[src/rtl/mem_stage_oq.sv]
// Memory-access pipeline stage between EX and WB: tracks outstanding data-SRAM responses,
// buffers load data across WB stalls and drops responses that belong to flushed requests.
module mem_stage_oq #(
    parameter int DW        = 32,
    parameter int EX_W      = 86,
    parameter int MAX_OUTST = 2
) (
    input  logic            clk,
    input  logic            resetn,
    input  logic            es_to_ms_valid,
    output logic            ms_allowin,
    input  logic            ws_allowin,
    output logic            ms_to_ws_valid,
    input  logic [DW-1:0]   es_pc,
    input  logic [DW-1:0]   es_result,
    input  logic            es_res_from_mem,
    input  logic            es_mem_req,
    input  logic [4:0]      es_ld_op,
    input  logic            es_rf_we,
    input  logic [4:0]      es_rf_waddr,
    input  logic            es_csr_re,
    input  logic [EX_W-1:0] es_ex_zip,
    input  logic            es_req_pending,
    input  logic            data_sram_data_ok,
    input  logic [DW-1:0]   data_sram_rdata,
    input  logic            wb_ex,
    output logic [DW-1:0]   ms_pc,
    output logic [DW-1:0]   ms_result,
    output logic            ms_rf_we,
    output logic [4:0]      ms_rf_waddr,
    output logic [DW-1:0]   ms_rf_wdata,
    output logic            ms_fwd_ok,
    output logic            ms_ex,
    output logic [EX_W-1:0] ms_ex_zip,
    output logic            ms_csr_re
);
    localparam int CW = $clog2(MAX_OUTST + 1);

    typedef enum logic [1:0] {
        S_IDLE = 2'd0,
        S_WAIT = 2'd1,
        S_DONE = 2'd2
    } state_t;

    state_t          state_q, state_d;
    logic [CW-1:0]   discard_cnt_q, discard_cnt_d;
    logic [DW-1:0]   rdata_buf_q;
    logic [DW-1:0]   pc_q, result_q;
    logic            res_from_mem_q, rf_we_q, csr_re_q;
    logic [4:0]      ld_op_q, rf_waddr_q;
    logic [EX_W-1:0] ex_zip_q;

    logic          ms_valid, discard_nz, drop_data, use_data, ready_go, accept, wait_inc;
    logic [DW-1:0] ld_rdata, ld_ext;
    logic [15:0]   ld_sh;

    assign ms_valid   = (state_q != S_IDLE);
    assign discard_nz = |discard_cnt_q;
    // A pending discard always claims data_ok first: responses come back in request order.
    assign drop_data  = data_sram_data_ok & discard_nz;
    assign use_data   = data_sram_data_ok & ~discard_nz & (state_q == S_WAIT);
    assign ready_go   = (state_q == S_DONE) | use_data;
    assign wait_inc   = (state_q == S_WAIT) & ~use_data;

    assign ms_to_ws_valid = ms_valid & ready_go & ~wb_ex;
    assign ms_allowin     = ~ms_valid | (ready_go & ws_allowin);
    assign accept         = es_to_ms_valid & ms_allowin & ~wb_ex;

    always_comb begin
        state_d       = state_q;
        discard_cnt_d = discard_cnt_q - CW'(drop_data);
        if (wb_ex) begin
            state_d       = S_IDLE;
            discard_cnt_d = discard_cnt_q + CW'(wait_inc) + CW'(es_req_pending) - CW'(drop_data);
        end else if (ms_allowin) begin
            if (es_to_ms_valid) begin
                state_d = es_mem_req ? S_WAIT : S_DONE;
            end else begin
                state_d = S_IDLE;
            end
        end else if (use_data) begin
            state_d = S_DONE;
        end
    end

    always_ff @(posedge clk) begin
        if (!resetn) begin
            state_q        <= S_IDLE;
            discard_cnt_q  <= '0;
            rdata_buf_q    <= '0;
            pc_q           <= '0;
            result_q       <= '0;
            res_from_mem_q <= 1'b0;
            ld_op_q        <= '0;
            rf_we_q        <= 1'b0;
            rf_waddr_q     <= '0;
            csr_re_q       <= 1'b0;
            ex_zip_q       <= '0;
        end else begin
            state_q       <= state_d;
            discard_cnt_q <= discard_cnt_d;
            if (use_data) begin
                rdata_buf_q <= data_sram_rdata;
            end
            if (accept) begin
                pc_q           <= es_pc;
                result_q       <= es_result;
                res_from_mem_q <= es_res_from_mem;
                ld_op_q        <= es_ld_op;
                rf_we_q        <= es_rf_we;
                rf_waddr_q     <= es_rf_waddr;
                csr_re_q       <= es_csr_re;
                ex_zip_q       <= es_ex_zip;
            end
        end
    end

    // Capture cycle bypasses the bus data straight through; later cycles read the buffer.
    always_comb begin
        ld_rdata = use_data ? data_sram_rdata : rdata_buf_q;
        ld_sh    = 16'(ld_rdata >> {result_q[1:0], 3'b000});
        if (ld_op_q[0]) begin
            ld_ext = ld_rdata;
        end else if (ld_op_q[4]) begin
            ld_ext = {{(DW-8){ld_sh[7]}}, ld_sh[7:0]};
        end else if (ld_op_q[3]) begin
            ld_ext = {{(DW-8){1'b0}}, ld_sh[7:0]};
        end else if (ld_op_q[2]) begin
            ld_ext = {{(DW-16){ld_sh[15]}}, ld_sh};
        end else if (ld_op_q[1]) begin
            ld_ext = {{(DW-16){1'b0}}, ld_sh};
        end else begin
            ld_ext = ld_rdata;
        end
    end

    assign ms_pc       = pc_q;
    assign ms_result   = result_q;
    assign ms_rf_we    = rf_we_q & ms_valid;
    assign ms_rf_waddr = rf_waddr_q;
    assign ms_rf_wdata = res_from_mem_q ? ld_ext : result_q;
    assign ms_fwd_ok   = ms_valid & rf_we_q & ~csr_re_q & (~res_from_mem_q | ready_go);
    assign ms_ex       = (|ex_zip_q[6:0]) & ms_valid;
    assign ms_ex_zip   = ex_zip_q;
    assign ms_csr_re   = csr_re_q;

endmodule

[config.mk]
export PLATFORM = sky130hd
export DESIGN_NAME = mem_stage_oq
export DESIGN_NICKNAME = d
export VERILOG_FILES = /design/src/rtl/mem_stage_oq.sv
export SDC_FILE = /design/constraint.sdc
export NUM_CORES = 1
export LEC_CHECK = 0
export BUFFER_PORTS_ARGS = -buffer_cell sky130_fd_sc_hd__clkbuf_2
export CORE_MARGIN = 1
export CORE_UTILIZATION = 30
export CTS_BUF_LIST = sky130_fd_sc_hd__clkbuf_16
export DETAILED_ROUTE_END_ITERATION = 16
export GPL_TIMING_DRIVEN = 0
export PLACE_DENSITY_LB_ADDON = 0.2
export SLEW_MARGIN = 40
export SYNTH_ARGS = -nofsm -noshare
export SYNTH_HDL_FRONTEND = slang
export SYNTH_SLANG_ARGS = --single-unit
[constraint.sdc]
create_clock -name clk -period 5.3 [get_ports clk]
set_input_delay 1.06 -clock clk [delete_from_list [all_inputs] [get_ports clk]]
set_output_delay 1.06 -clock clk [all_outputs]
set_load 0.01 [all_outputs]
==> out/metrics.yaml, run 1 <==
outcome:
  status: "completed"
power_and_ir_drop:
  powerDensity_nw_per_um2: 297
  power.leakage_nw: 5.42
  vdd_ir_drop_max_mv: 0.207
grt:
  grt_first_pass_wirelength_um: 50600
  grt_usage_pct: 21.6
  first_global_vias: 8603
  grt_overflow_total: 0
  grt_max_degree: 23
  antenna_found_initial: 4
sta:
  period_share_pct: 83.0
  min_period_ns: 4.40
  hold_viol: 0
  fin_skew_ns: 0.0176
  fmax_mhz: 227
  slew_headroom_pct: 51.9
  rsz0062_at_grt: "false"
  final.setup.tns_ns: 0
  finalSetupViolCount: 0
  tightest_slew_ns: 0.702
  drv_slew: 0
synth:
  netlist_area_um2: 8980
  synthDistinctLibCells: 56
  syn_inst: 1074
  synthArstFlopShare_pct: 0
  avgSynthCellArea_um2: 8.36
  synth-seq-cells: 199
  synth_fp_nets: 1280
  yosys_warnings: 0
  ys.flop_type: "dfxtp_1"
  synth_edf_count: 0
  ys_seq_area_share_pct: 44.4
clocking:
  postCtsSetupRepairBufs: 0
  clk-insertion-delay-late_ns: 0.45
  cts_num_sinks: 199
  tritoncts: "yes"
  root_buffer: "clkbuf_16"
  cts_max_path_buffers: 2
  holdBufCountCts: 0
  numCtsBuffers: 17
  postCtsResizedCells: 0
  h-tree-depth: 4
  path_clk_slew_ns: 0.08
hold_path:
  hold_path.class: "flip-flop to flip-flop"
  whs_path_depth: 2
final_layout:
  layout_commonest_cell: "clkbuf_2"
  syn2layout_area_growth_pct: 34.5
  final_nets: 1693
  fin_util_pct: 41.5
  final_cell_mix: "394 x clkbuf_2, 339 x nand2_1, 199 x dfxtp_1"
  drive_gt1_share_pct: 32.6
worst_setup_path:
  crit_required_ns: 4.24
  crit_arrival_ns: 3.34
  critPathLaunchType: "input port"
  crit_type: "input port to output pin"
  crit_path_max_fanout: 10
  reg2reg_depth: 9
  reg2reg_setup_slack_ns: 2.78
  critPathCaptureType: "output pin"
floorplan:
  rows: 62
  core_area_um2: 29100
  die_w_um: 175
  dieHeight_um: 175
  ios: 396
  start_util_pct: 30.9
  die-area_um2: 30600
placed_design:
  port_buffers: 394
  dp_hpwl_um: 26500
  gp_congestion: 0.919
detailed_routing:
  drt_iter0_markers: 567
  ant_nets: 0
  route.detailed.wl_per_inst_um: 17.7
  drtPass1Iterations: 5
  viasPerCell: 4.73
  vias: 8928
  drc_errors: 0
  wirelength_um: 33400
flow_run:
  maxCapViolCount: 0
registers in the layout, indices dropped and copies added, names as in the netlist:
signal          flops
ms_ex_zip          86
ms_pc              32
ms_result          32
rdata_buf_q        32
ld_op_q             5
ms_rf_waddr         5
discard_cnt_q       2
state_q             2
ms_csr_re           1
res_from_mem_q      1
rf_we_q             1
routing by layer:
layer	vias up	global-route usage, %	wire [um]	part of all wire (%)
li1	4440	-	-	-
met1	4137	27.5	14500	43
met2	304	35.5	15900	48
met3	43	5.37	2280	6.8
met4	4	6.88	693	2.1
met5	-	0	27	0.081
kinds of logic (layout without fill, tap and decap cells):
| family | Yosys count | after routing | share of synthesized area, % |
|---|---|---|---|
| AND/OR/NAND/NOR | 451 | 451 | 21.3 |
| AO/OA/AOI/OAI | 281 | 281 | 23.8 |
| flip-flops | 199 | 199 | 44.4 |
| buffers and inverters | 93 | 519 | 4.63 |
| multiplexers | 45 | 45 | 5.20 |
| adder cells (fa/ha/maj) | 3 | 3 | 0.502 |
| XOR/XNOR | 2 | 2 | 0.195 |
| other | 0 | 3 | 0 |
synth_stat cells (4+ instances only):
library cell,n,area [um^2]
nand2b_1,12,75.1
dfxtp_1,199,3980
buf_2,26,130
a21oi_1,13,65.1
o22ai_1,8,50.1
o21ai_0,19,95.1
a21boi_0,93,698
clkbuf_1,49,184
nand2_1,339,1270
inv_1,9,33.8
nor2_1,26,97.6
nor2b_1,33,206
a22oi_1,7,52.6
and2_1,12,75.1
a31o_1,4,35.0
a21boi_1,71,533
buf_1,4,15.0
a221oi_1,4,35.0
mux2i_1,36,360
o221ai_1,12,105
o31ai_1,16,120
o22a_1,10,87.6
nand3_1,14,70.1
mux2_2,6,67.6
a21oi_2,10,87.6
final cells by class:
class / instances / area, um^2
antenna: 3 / 7.51
clock buffer: 17 / 425
clock inverter: 15 / 213
timing repair buffer: 394 / 1970
buffer: 84 / 382
fill: 3095 / 17000
multi-input combinational: 782 / 4580
tap: 384 / 480
sequential: 199 / 3980
inverter: 9 / 33.8
stage by stage:
step | cell area, um^2 | total power, W | instances | hold WS [ns] | worst slack, ns
6_report | 12100 | 0.00359 | 1887 | 0.456 | 0.899
4_1_cts | 12100 | 0.00363 | 1884 | 0.459 | 0.950
3_3_place_gp | 11400 | 0.00219 | 1852 | 0.440 | 0.941
2_1_floorplan | 8980 | 0.00194 | 1074 | 0.430 | 1.61
5_1_grt | 12100 | 0.00374 | 1884 | 0.477 | 0.719
3_5_place_dp | 11400 | 0.00220 | 1852 | 0.447 | 0.966
power by group:
| part | internal [W] | switching [W] | total (W) | leakage, nW |
|---|---|---|---|---|
| clock | 0.000701 | 0.000722 | 0.00142 | 0.311 |
| sequential | 0.00156 | 0.0000495 | 0.00161 | 1.62 |
| combinational | 0.000234 | 0.000316 | 0.000549 | 3.49 |
path summary, 6_finish.rpt:
path | from | endpoint
worst min register to register | ld_op_q[1] | ld_op_q[1]
worst max-delay path | data_sram_data_ok | ms_rf_wdata[29]
worst min-delay path | ld_op_q[1] | ld_op_q[1]
worst max register to register | discard_cnt_q[1] | ms_result[23]
worst max-delay path, stage by stage:
cell	delay [ns]
clkbuf_2	0.10
nor3b_4	0.33
nand2_2	0.18
mux2i_2	0.27
nor3_2	0.46
clkbuf_1	0.42
o31ai_1	0.16
a21oi_2	0.20
clkbuf_2	0.16
Power figures use the tool's default switching activity.
==> inputs of run 2 (changes only) <==
Settings changed: ABC_AREA set to 1.
Clock period 5.3 ns to 3.6 ns, I/O delays scaled along.
==> run 2 against run 1 <==
Compared with the run above:
- wire length rose by 3.7%
- via count rose by 7.6%
- largest cell class is now sequential cells
- utilization fell by 0.58 points
- combinational power rose by 84%
==> out/metrics.yaml, run 2 <==
grt:
  grt_usage_pct: 22.0  # +0.42 points
  antenna_found_initial: 7  # +3
  grt_first_pass_wirelength_um: 51100  # +1.1%
  grt_max_degree: 21  # -8.7%
  first_global_vias: 8984  # +4.4%
  grt_overflow_total: 0  # unchanged
synth:
  synth_top_area_share_pct: 44.2  # -0.22 points
  netlist_area_um2: 9020  # +0.49%
  synthArstFlopShare_pct: 0  # unchanged
  synth_most_common_cell: "inv_1"
  synth_edf_count: 0  # unchanged
  ys.flop_type: "dfxtp_1"
  ys_seq_area_share_pct: 44.2  # -0.22 points
  synth_fp_nets: 1511  # +18%
  avgSynthCellArea_um2: 6.91  # -17%
  yosys_warnings: 0  # unchanged
  syn_inst: 1305  # +22%
  synth-seq-cells: 199  # unchanged
  yosys-top-cells-area: "dfxtp_1 44%, o21ai_0 12%, inv_1 11%"
  synthDistinctLibCells: 28  # -50%
  ys_top_cells_by_count: "263 x inv_1, 222 x o21ai_0, 199 x dfxtp_1, 199 x nand2_1, 193 x a21oi_1"
  synth_area_leader_cell: "dfxtp_1"
worst_setup_path:
  reg2reg_depth: 10  # +1
  reg2reg_setup_slack_ns: 1.39  # -1.39 ns
  crit_required_ns: 2.88  # -1.36 ns
  slowest_delay_ns: 0.47  # about the same
  crit_arrival_ns: 2.67  # -0.67 ns
  r2r-end: "ld_op_q[0]"
  rr_startpoint: "discard_cnt_q[1]"
  critPathCaptureType: "output pin"
  slowest_stage: "o21ai_0"
  crit_type: "flip-flop to output pin"
  critPathLaunchType: "flip-flop"
  timing.critical_path.mode_cell: "nand2_1"
  crit_path_max_fanout: 10  # unchanged
  endpoint: "ms_rf_wdata[22]"
  critPathLaunch: "discard_cnt_q[1]"
  crit_chain: "nor2_4 > nand3_4 > clkbuf_1 > o21ai_0 > nand2_1 > a21oi_1 > nand2_1 > nand3_1 > nand2_1 > nand2_1 > clkbuf_2"
clocking:
  clk-insertion-delay-late_ns: 0.45  # about the same
  root_buffer: "clkbuf_16"
  tritoncts: "yes"
  h-tree-depth: 4  # unchanged
  holdBufCountCts: 0  # unchanged
  cts_max_path_buffers: 2  # unchanged
  cts_num_sinks: 199  # unchanged
  path_clk_slew_ns: 0.07  # about the same
  numCtsBuffers: 17  # unchanged
power_and_ir_drop:
  power.leakage_nw: 6.09  # +12%
  pwr-share-clk_pct: 36.8  # -2.9 points
  internal_power_w: 0.00373  # +49%
  switching_share_pct: 31.4  # +1.1 points
  power.switching_w: 0.00171  # +57%
  vdd_ir_drop_max_mv: 0.286  # +38%
  p_comb_share_pct: 18.6  # +3.3 points
  p_seq_share_pct: 44.7  # -0.3 points
  powerDensity_nw_per_um2: 449  # +51%
detailed_routing:
  drt_iter0_markers: 504  # -11%
  vias: 9605  # +7.6%
  ant_nets: 0  # unchanged
  drc_errors: 0  # unchanged
  route.detailed.wl_per_inst_um: 16.3  # -7.9%
  viasPerCell: 4.52  # -4.4%
  wirelength_um: 34600  # +3.7%
  drtPass1Iterations: 5  # unchanged
final_layout:
  final_cell_mix: "395 x clkbuf_2, 263 x inv_1, 213 x o21ai_0"
  largest_reg_flops: 86  # unchanged
  drive_gt1_share_pct: 27.0  # -5.6 points
  syn2layout_area_growth_pct: 34.5  # about the same
  final_nets: 1925  # +14%
  layout_commonest_cell: "clkbuf_2"
hold_path:
  hold_path.class: "flip-flop to flip-flop"
floorplan:
  dieHeight_um: 175  # +0.24%
  die_w_um: 175  # +0.24%
  start_util_pct: 30.4  # -0.42 points
  rows: 63  # +1.6%
  die-area_um2: 30800  # +0.49%
  ios: 396  # unchanged
  core_area_um2: 29600  # +1.9%
flow_run:
  maxCapViolCount: 0  # unchanged
placed_design:
  port_buffers: 394  # unchanged
  place_ws_ns: 0.150  # -0.816 ns
  gp_congestion: 0.872  # -5.1%
  dp_hpwl_um: 27700  # +4.6%
sta:
  tightest_slew_ns: 0.659  # -0.0421 ns
  rsz0062_at_grt: "false"
  min_period_ns: 3.39
  fmax_mhz: 295
  finalSetupViolCount: 0  # unchanged
  slew_headroom_pct: 56.0  # +4.1 points
  period_share_pct: 94.2
  final.setup.tns_ns: 0  # unchanged
  drv_slew: 0  # unchanged
  fin_skew_ns: 0.0177  # +0.0000947 ns
  finalWorstSetupSlack_ns: 0.208  # -0.691 ns
  hold_viol: 0  # unchanged
outcome:
  status: "completed"
## run 2: final cells by class
| type | count | area (um^2) |
|---|---|---|
| Fill cell | 3294 | 17500 |
| Sequential cell | 199 | 3980 |
| Multi-Input combinational cell | 754 | 3610 |
| Timing Repair Buffer | 395 | 1980 |
| Inverter | 267 | 1000 |
| Tap cell | 390 | 488 |
| Buffer | 85 | 454 |
| Clock buffer | 17 | 425 |
| Clock inverter | 15 | 183 |
| Antenna cell | 2 | 5.00 |
## run 2: worst min-delay path by stage
stage,from,end,slack [ns],cells past startpoint
after floorplan,ld_op_q[3],ld_op_q[3],0.42,2
after global placement,ms_pc[2],ms_pc[2],0.43,2
after detailed placement,ms_ex_zip[75],ms_ex_zip[75],0.44,2
after CTS,ms_ex_zip[72],ms_ex_zip[72],0.45,2
after global routing,ms_pc[29],ms_pc[29],0.46,2
final,ms_pc[16],ms_pc[16],0.44,2
## run 2: power by group through the flow
stage	sequential (W)	combinational, W	clock, W
after floorplan	0.00253	0.000499	0
after global placement	0.00248	0.00101	0
after detailed placement	0.00248	0.00101	0
after CTS	0.00243	0.00102	0.00206
after global routing	0.00245	0.00113	0.00213
final	0.00243	0.00101	0.00200
## run 2: logic make-up after synthesis
family / Yosys count / share of synthesized area, %
xor+xnor: 1 / 0.0971
flops: 199 / 44.2
buf+inv: 352 / 16.1
simple gates: 307 / 14.0
compound gates: 436 / 24.4
mux: 7 / 0.777
fa+ha+maj: 3 / 0.499
## run 2: critical path, delay by kind of cell (launching register included)
family	cells	cell delay, ns
AOI/OAI and AO/OA	2	0.61
buffers and inverters	2	0.41
DFF	1	0.34
and+or+nand+nor	7	0.87
## run 2: layer usage
layer  vias up  GRT usage (%)  wire length, um
li1       4946              -                -
met1      4271           23.9            13400
met2       321           39.2            17400
met3        59           7.27             2690
met4         8           8.70             1100
met5         -              0               50
## run 2: per-stage QoR
| stage | power, W | utilization, % | std cells | area, um^2 | hold slack, ns |
|---|---|---|---|---|---|
| after floorplan | 0.00303 | - | 1305 | 9020 | 0.424 |
| after global placement | 0.00349 | 38.7 | 2089 | 11500 | 0.432 |
| after detailed placement | 0.00350 | 38.7 | 2089 | 11500 | 0.435 |
| after CTS | 0.00551 | 40.8 | 2121 | 12100 | 0.448 |
| after global routing | 0.00572 | 40.9 | 2122 | 12100 | 0.461 |
| final | 0.00545 | 40.9 | 2124 | 12100 | 0.445 |
## run 2: repair_timing
action                                 4_1_cts  5_1_grt
setup endpoints to repair                    0       24
gates resized for setup                      0       19
endpoints found under the hold margin        0        0
buffers inserted                             0        1
==> inputs of run 3 (changes only) <==
Settings changed: SETUP_SLACK_MARGIN set to 0.3.
==> run 3 against run 2 <==
Compared with the run above:
- fmax grew 5.5%
- combinational power up 6%
- sequential share of layout area down 0.76 points
- final area grew 2.4%
- critical endpoint is now ms_rf_wdata[3]
- largest power group unchanged
- highest routed layer unchanged
==> out/metrics.yaml, run 3 (same netlist as run 2, synthesis figures left out) <==
worst_setup_path:
  crit_required_ns: 2.88  # about the same
  crit_type: "flip-flop to output pin"
  reg2reg_setup_slack_ns: 1.34  # -0.05 ns
  reg2reg_depth: 12  # +2
  critPathCaptureType: "output pin"
  rr_startpoint: "state_q[0]"
  endpoint: "ms_rf_wdata[3]"
  slowest_stage: "dfxtp_2"
  critPathLaunchType: "flip-flop"
  critPathLaunch: "state_q[0]"
  crit_path_max_fanout: 6  # -4
  crit_arrival_ns: 2.50  # -0.17 ns
  r2r-end: "ld_op_q[0]"
  crit_chain: "inv_1 > nor2_4 > nand3_4 > clkbuf_16 > o21ai_4 > inv_1 > nand2_1 > nand3_1 > o21ai_0 > nand2_1 > a21oi_1 > clkbuf_2"
  slowest_delay_ns: 0.33  # -0.14 ns
detailed_routing:
  vias: 9689  # +0.87%
  route.detailed.wl_per_inst_um: 16.5  # +1.2%
  drc_errors: 0  # unchanged
  drt_iter0_markers: 471  # -6.5%
  drtPass1Iterations: 5  # unchanged
  ant_nets: 0  # unchanged
  wirelength_um: 35200  # +1.7%
  viasPerCell: 4.54  # +0.45%
clocking:
  h-tree-depth: 4  # unchanged
  path_clk_slew_ns: 0.08  # about the same
  tritoncts: "yes"
  holdBufCountCts: 0  # unchanged
  clk-insertion-delay-late_ns: 0.45  # about the same
  root_buffer: "clkbuf_16"
  numCtsBuffers: 17  # unchanged
  cts_num_sinks: 199  # unchanged
  cts_max_path_buffers: 2  # unchanged
final_layout:
  layout_commonest_cell: "clkbuf_2"
  drive_gt1_share_pct: 29.2  # +2.2 points
  largest_reg_flops: 86  # unchanged
  syn2layout_area_growth_pct: 37.7
  final_nets: 1934  # +0.47%
  final.fill_count: 3272  # -0.67%
  final_cell_mix: "394 x clkbuf_2, 263 x inv_1, 209 x o21ai_0"
sta:
  finalWorstSetupSlack_ns: 0.385  # +0.177 ns
  min_period_ns: 3.22  # -0.177 ns
  fin_skew_ns: 0.0190  # +0.00132 ns
  slew_headroom_pct: 57.3  # +1.2 points
  finalSetupViolCount: 0  # unchanged
  period_share_pct: 89.3  # -4.9 points
  hold_viol: 0  # unchanged
  tightest_slew_ns: 0.641  # -0.0184 ns
  final.setup.tns_ns: 0  # unchanged
  drv_slew: 0  # unchanged
  rsz0062_at_grt: "true"
  fmax_mhz: 311  # +5.5%
  hold-worst-slack_ns: 0.445  # -0.0000370 ns
floorplan:
  ios: 396  # unchanged
  die-area_um2: 30800  # unchanged
  start_util_pct: 30.4  # unchanged
  rows: 63  # unchanged
  dieHeight_um: 175  # unchanged
  die_w_um: 175  # unchanged
  core_area_um2: 29600  # unchanged
hold_path:
  min_from: "ms_ex_zip[70]"
  hold_path.class: "flip-flop to flip-flop"
power_and_ir_drop:
  total_power_w: 0.00550  # +1.1%
  powerDensity_nw_per_um2: 443  # -1.3%
  vdd_ir_drop_max_mv: 0.288  # +0.66%
  power.leakage_nw: 6.21  # +1.9%
grt:
  grt_first_pass_wirelength_um: 51400  # +0.63%
  first_global_vias: 9027  # +0.48%
  grt_usage_pct: 22.1  # +0.13 points
  grt_util_met2_pct: 39.4  # +0.23 points
  gr-usage-met1_pct: 24.2  # +0.23 points
  grt_overflow_total: 0  # unchanged
  grt_max_degree: 21  # unchanged
  use_met3_pct: 7.23  # -0.043 points
  busiest_layer: "met2"
  antenna_found_initial: 7  # unchanged
placed_design:
  place_ws_ns: 0.150  # unchanged
  dp_hpwl_um: 27700  # unchanged
  port_buffers: 394  # unchanged
  gp_congestion: 0.872  # unchanged
outcome:
  status: "completed"
flow_run:
  maxCapViolCount: 0  # unchanged
## run 3: cell count changes in the layout (fill, tap and decap cells not counted), sizes merged
cell    before  now
buf         30   37
clkbuf     467  468
nand3       47   48
## run 3: stage by stage
stage | std cells | cell area, um^2 | util, %
CTS | 2125 | 12200 | 41.2
finish | 2133 | 12400 | 41.9
floorplan | 1305 | 9020 | -
detailed placement | 2089 | 11500 | 38.7
global placement | 2089 | 11500 | 38.7
global route | 2131 | 12400 | 41.9
## run 3: layout make-up
type	count	area (um^2)	area share (%)
diodes	2	5.00	0.0403
inverters	267	1000	8.07
flip-flops and latches	199	3990	32.1
plain buffers	85	490	3.95
clock inverters	15	183	1.47
repair buffers	403	2070	16.7
multi-input cells	755	3770	30.4
well taps	390	488	3.93
clock buffers	17	425	3.42
## run 3: what timing repair did
item,4_1_cts,5_1_grt
gates resized for setup,30,47
pin swaps,2,8
gates cloned,0,2
buffers inserted,4,4
setup endpoints to repair,25,30
## run 3: how the worst min path moves through the flow
stage | to | slack [ns] | cells after the start
detailed placement | ms_ex_zip[75] | 0.44 | 2
global route | ms_pc[29] | 0.46 | 2
finish | ms_ex_zip[70] | 0.44 | 2
CTS | ms_ex_zip[72] | 0.45 | 2
floorplan | ld_op_q[3] | 0.42 | 2
global placement | ms_pc[2] | 0.43 | 2
## run 3: per-layer routing
metal | vias up | share of wire, %
met5 | - | 0.16
met1 | 4325 | 39
met2 | 329 | 50
li1 | 4968 | -
met4 | 8 | 3.2
met3 | 59 | 7.8
## run 3: report_power, final
| group | switching [W] | leakage [nW] | total, W | internal, W |
|---|---|---|---|---|
| Sequential | 0.0000890 | 1.64 | 0.00243 | 0.00234 |
| Clock | 0.000997 | 0.299 | 0.00200 | 0.00100 |
| Combinational | 0.000648 | 4.27 | 0.00107 | 0.000423 |
## run 3: critical path, delay by kind of cell, from the launching register on
kind	cells	cell delay, ns
buf+inv	4	0.55
compound gates	3	0.48
simple gates	5	0.70
flops	1	0.33
